===== src/rtl/mem_arb_pkg.sv =====
// mem_arb_pkg: state encodings, requester IDs and default widths for mem_arbiter
package mem_arb_pkg;
   localparam logic [1:0] IDLE = 2'd0;
   localparam logic [1:0] GNT_I = 2'd1;
   localparam logic [1:0] GNT_D = 2'd2;
   localparam logic REQ_I = 1'b0;
   localparam logic REQ_D = 1'b1;
   localparam int DEF_ADDR_W = 28;
   localparam int DEF_DATA_W = 128;
endpackage


===== src/rtl/mem_arbiter.sv =====
// mem_arbiter: round-robin share of one line-wide memory port between I- and D-cache
// WB_LOCK_EN: after a completed write, the same requester is regranted on the next IDLE cycle
module mem_arbiter
   import mem_arb_pkg::*;
#(
   parameter int ADDR_W = DEF_ADDR_W,
   parameter int DATA_W = DEF_DATA_W
) (
   input  logic              clk,
   input  logic              proc_reset_i,
   input  logic              i_read_i,
   input  logic              i_write_i,
   input  logic [ADDR_W-1:0] i_addr_i,
   input  logic [DATA_W-1:0] i_wdata_i,
   output logic [DATA_W-1:0] i_rdata_o,
   output logic              i_ready_o,
   input  logic              d_read_i,
   input  logic              d_write_i,
   input  logic [ADDR_W-1:0] d_addr_i,
   input  logic [DATA_W-1:0] d_wdata_i,
   output logic [DATA_W-1:0] d_rdata_o,
   output logic              d_ready_o,
   output logic              mem_read_o,
   output logic              mem_write_o,
   output logic [ADDR_W-1:0] mem_addr_o,
   output logic [DATA_W-1:0] mem_wdata_o,
   input  logic [DATA_W-1:0] mem_rdata_i,
   input  logic              mem_ready_i
);
   logic [1:0] state;
   logic last_grant, lock_hit, lock_id, pick, gi, gd, req_i, req_d;
   always_comb begin
      gi = state == GNT_I;
      gd = state == GNT_D;
      req_i = i_read_i | i_write_i;
      req_d = d_read_i | d_write_i;
      mem_read_o = gi ? i_read_i & ~i_write_i : gd ? d_read_i & ~d_write_i : 1'b0;
      mem_write_o = gi ? i_write_i : gd ? d_write_i : 1'b0;
      mem_addr_o = gi ? i_addr_i : gd ? d_addr_i : '0;
      mem_wdata_o = gi ? i_wdata_i : gd ? d_wdata_i : '0;
      i_ready_o = gi & req_i & mem_ready_i;
      d_ready_o = gd & req_d & mem_ready_i;
      i_rdata_o = mem_rdata_i;
      d_rdata_o = mem_rdata_i;
      pick = lock_hit ? lock_id : (req_i & req_d) ? ~last_grant : req_d ? REQ_D : REQ_I;
   end
`ifdef WB_LOCK_EN
   logic lock_v;
   assign lock_hit = lock_v & (lock_id == REQ_D ? req_d : req_i);
   // the lock lives only until the first IDLE cycle after the write completes
   always_ff @(posedge clk) begin
      if (proc_reset_i || state == IDLE) begin
         lock_v <= 1'b0;
         lock_id <= REQ_I;
      end else if ((i_ready_o & i_write_i) | (d_ready_o & d_write_i)) begin
         lock_v <= 1'b1;
         lock_id <= gd ? REQ_D : REQ_I;
      end
   end
`else
   assign lock_hit = 1'b0;
   assign lock_id = REQ_I;
`endif
   always_ff @(posedge clk) begin
      if (proc_reset_i) begin
         state <= IDLE;
         last_grant <= REQ_D;
      end else begin
         case (state)
            IDLE: if (req_i | req_d) begin
               state <= pick == REQ_D ? GNT_D : GNT_I;
               if (!lock_hit) last_grant <= pick;
            end
            GNT_I: if (!req_i || mem_ready_i) state <= IDLE;
            GNT_D: if (!req_d || mem_ready_i) state <= IDLE;
            default: state <= IDLE;
         endcase
      end
   end
endmodule


===== config.mk =====
export PLATFORM = sky130hd
export DESIGN_NAME = mem_arbiter
export DESIGN_NICKNAME = d
export VERILOG_FILES = /design/src/rtl/mem_arb_pkg.sv /design/src/rtl/mem_arbiter.sv
export SDC_FILE = /design/constraint.sdc
export NUM_CORES = 1
export LEC_CHECK = 0
export ABC_AREA = 1
export CORE_AREA = 5 5 336 338
export CTS_BUF_LIST = sky130_fd_sc_hd__clkbuf_4
export DETAILED_ROUTE_END_ITERATION = 8
export DIE_AREA = 0 0 341 343
export SLEW_MARGIN = 10
export SYNTH_ARGS = -nofsm -noshare
export SYNTH_HDL_FRONTEND = slang
export SYNTH_SLANG_ARGS = --single-unit

===== constraint.sdc =====
create_clock -name clk -period 3.24 [get_ports clk]
set_input_delay 0.648 -clock clk [delete_from_list [all_inputs] [get_ports clk]]
set_output_delay 0.648 -clock clk [all_outputs]
set_load 0.03 [all_outputs]

==> impl_metrics.tcl <==
set metrics [dict create \
    power.clock.fraction_pct 2.2 \
    max-cap-violations 0 \
    slew-limit-headroom_pct 65.44 \
    i_o_pins 863 \
    utilization_pct 8.624 \
    antenna_violating_nets_post_route 0 \
    timing.final.setup_violations 0 \
    worst_r2r_startpoint "state[0]" \
    hold_start "last_grant" \
    yosysSeqAreaShare_pct 1.619 \
    synthDominantCellAreaShare_pct 55.04 \
    grt_max_degree 39 \
    fin_skew_ns 0.001063 \
    slew_violations 0 \
    tightestPinTransition_ns 0.5167 \
    cts_buffer_depth 2 \
    worst_r2r_path_depth 4 \
    ys_ff_latch 3 \
    critPathRequiredTime_ns 2.59 \
    critPathKind "flop to output port" \
    antenna_found_initial 60 \
    io_buffer_count 478 \
    r2r_slack_ns 2.04 \
    tritoncts_clock_tree "built" \
    global_route_wire_length_before_repair_um 87040 \
    final_nets 1138 \
    first_iter_violations 252 \
    worstPathCellList "inv_1, nor2_4, buf_12, a22o_1, clkdlybuf4s50_1" \
    relative_area_change_from_synthesis_to_final_layout_pct 155.1 \
    comb_power_share_pct 96.2 \
    finalHoldWorstSlack_ns 0.5505 \
    clock_sinks 3 \
    synth_top_cell_by_area "buf_4" \
    final_critical_path_share_of_the_clock_period_pct 90.48 \
    worst_path_dominant_cell_family "buffers and inverters" \
    cts.hold.buffers_added 0 \
    cp_data_arrival_time_ns 2.28 \
    netlist_area_um2 3710 \
    tritoncts.num_buffers 3 \
    grt_pass1_vias 5042 \
    rsz0062_at_grt "no" \
    critical_path_cell_count 5 \
    wl_per_cell_um 35.07 \
    path_max_fanout 27 \
    leakage_nw 3.223 \
    crit_path_start_kind "flop" \
    int_power_w 0.001580 \
    floorplan.core_area_um2 109800 \
    htreeDepth 1 \
    first_pass_iters 4 \
    tns_ns 0 \
    gp_routability_congestion 0.7881 \
    grt_overflow 0 \
    max_stage_delay_ns 0.72 \
    chipWidth_um 341 \
    register_share_of_total_power_pct 1.6 \
    clk-insertion-delay-late_ns 0.23 \
    swShare_pct 51.46 \
    layout_min_cycle_time_ns 2.931 \
    layout.cells.most_common "clkdlybuf4s50_1" \
    outcome "complete, no violations" \
    fp.dieArea_um2 117000 \
    powerDensity_nw_per_um2 344.0 \
    power.net_switching_w 0.001675 \
    dr_total_vias 4697 \
    fill_cells 12639 \
    critical_path.slowest_cell "clkdlybuf4s50_1" \
    synth_area_per_cell_um2 7.697 \
    grt_overall_usage_pct 12.08 \
    fmax_mhz 341.1 \
    cell_variety_after_synth 19 \
    vias_per_cell 2.197 \
    max-vdd-ir-drop_v 0.00008462 \
    final_cell_mix "clkdlybuf4s50_1 (334), a22o_1 (156), buf_12 (117), buf_4 (43), inv_1 (7)" \
    reg2reg_to "state[0]" \
    cts_root_buffer "clkbuf_4" \
    initial_utilization_pct 3.380 \
    post_cts_resized 0 \
    floorplan.die.height_um 343 \
    synth.yosys.warnings 0 \
    synth_area_leaders "buf_4 (55%), a22o_1 (37%), buf_2 (1.9%), dfxtp_1 (1.6%), inv_1 (0.71%)" \
    route.detailed.drc 0 \
    hold_violations 0 \
    rows 122 \
    synthesized_netlist_net_count 929 \
    postCtsSetupBuffers 0 \
    detailedPlacementHpwl_um 70750 \
    cp.buffers_inverters 3 \
    routed_wirelength_um 74970 \
    min_path_cells 2 \
    synthesis.instances 482 \
    worstHoldEndpoint "last_grant" \
    hold_class "flop to flop" \
    final_layout_size_suffix_gt1_share_pct 24.49 \
    clkTransAtPathRegs_ns 0.04 \
    endpoint_kind "output port" \
]
## how the worst max path moves through the flow
stage | startpoint | slack [ns] | endpoint
after floorplan | state[0] | 1.06 | mem_read_o
after global placement | mem_ready_i | 0.42 | i_ready_o
after detailed placement | i_write_i | 0.38 | i_ready_o
after CTS | state[0] | 0.28 | mem_wdata_o[8]
after global routing | state[0] | 0.23 | mem_wdata_o[8]
final | state[0] | 0.31 | mem_wdata_o[8]
## logic make-up after synthesis
group                  synth area share (%)
AO/OA/AOI/OAI                         37.74
AND/OR/NAND/NOR                       2.294
flip-flops                            1.619
buffers and inverters                 58.35
## registers in the layout, indices dropped and copies added, names as in the netlist
register and count:
state 2, last_grant 1
## through the flow
stage	power, W	cell area (um2)	setup WS [ns]	instances
final	0.003256	9465	0.3086	2138
after global routing	0.003424	9410	0.2334	2116
after CTS	0.003406	9410	0.2789	2116
after detailed placement	0.003317	9380	0.3771	2112
after global placement	0.003305	9380	0.4187	2112
after floorplan	0.001730	3710	1.062	482
## final cells by class
type,instances,area (um2),area share (%)
tap,1426,1784,18.85
timing repair buffer,494,6008,63.48
multi-input combinational,179,1490,15.74
inverter,10,37.54,0.3966
antenna,22,55.05,0.5816
sequential,3,60.06,0.6345
clock buffer,4,30.03,0.3173
## cells in the mapped netlist (all sizes together)
cell	n
buf	287
a22o	156
inv	10
nand2	5
nor2	5
nand3	4
a21oi	3
clkbuf	3
dfxtp	3
nor3	2
nand3b	1
o21ai	1
o22ai	1
o31ai	1
## power groups by stage
stage	registers (W)	logic (W)	clock network [W]
detailed placement	0.0000509	0.00327	0
CTS	0.0000504	0.00328	0.0000756
floorplan	0.0000484	0.00168	0
global placement	0.0000492	0.00326	0
global route	0.0000508	0.00330	0.0000771
finish	0.0000507	0.00313	0.0000725
## worst reg2reg max path, stage by stage (launching register included)
cell and delay, ns:
dfxtp_1 0.41, inv_1 0.10, nor2_4 0.30, nand3_1 0.16
a21oi_1 0.16
## metal layers
layer  part of all wire [%]  vias up  global-route usage, %
met5                   0.53        -                      0
met4                   0.87       60                 0.9102
met3                     23       90                  13.24
met2                     42      625                  18.24
met1                     33     1992                  11.77
li1                       -     1930                      -
No activity file was read; power rests on OpenSTA's default activity.
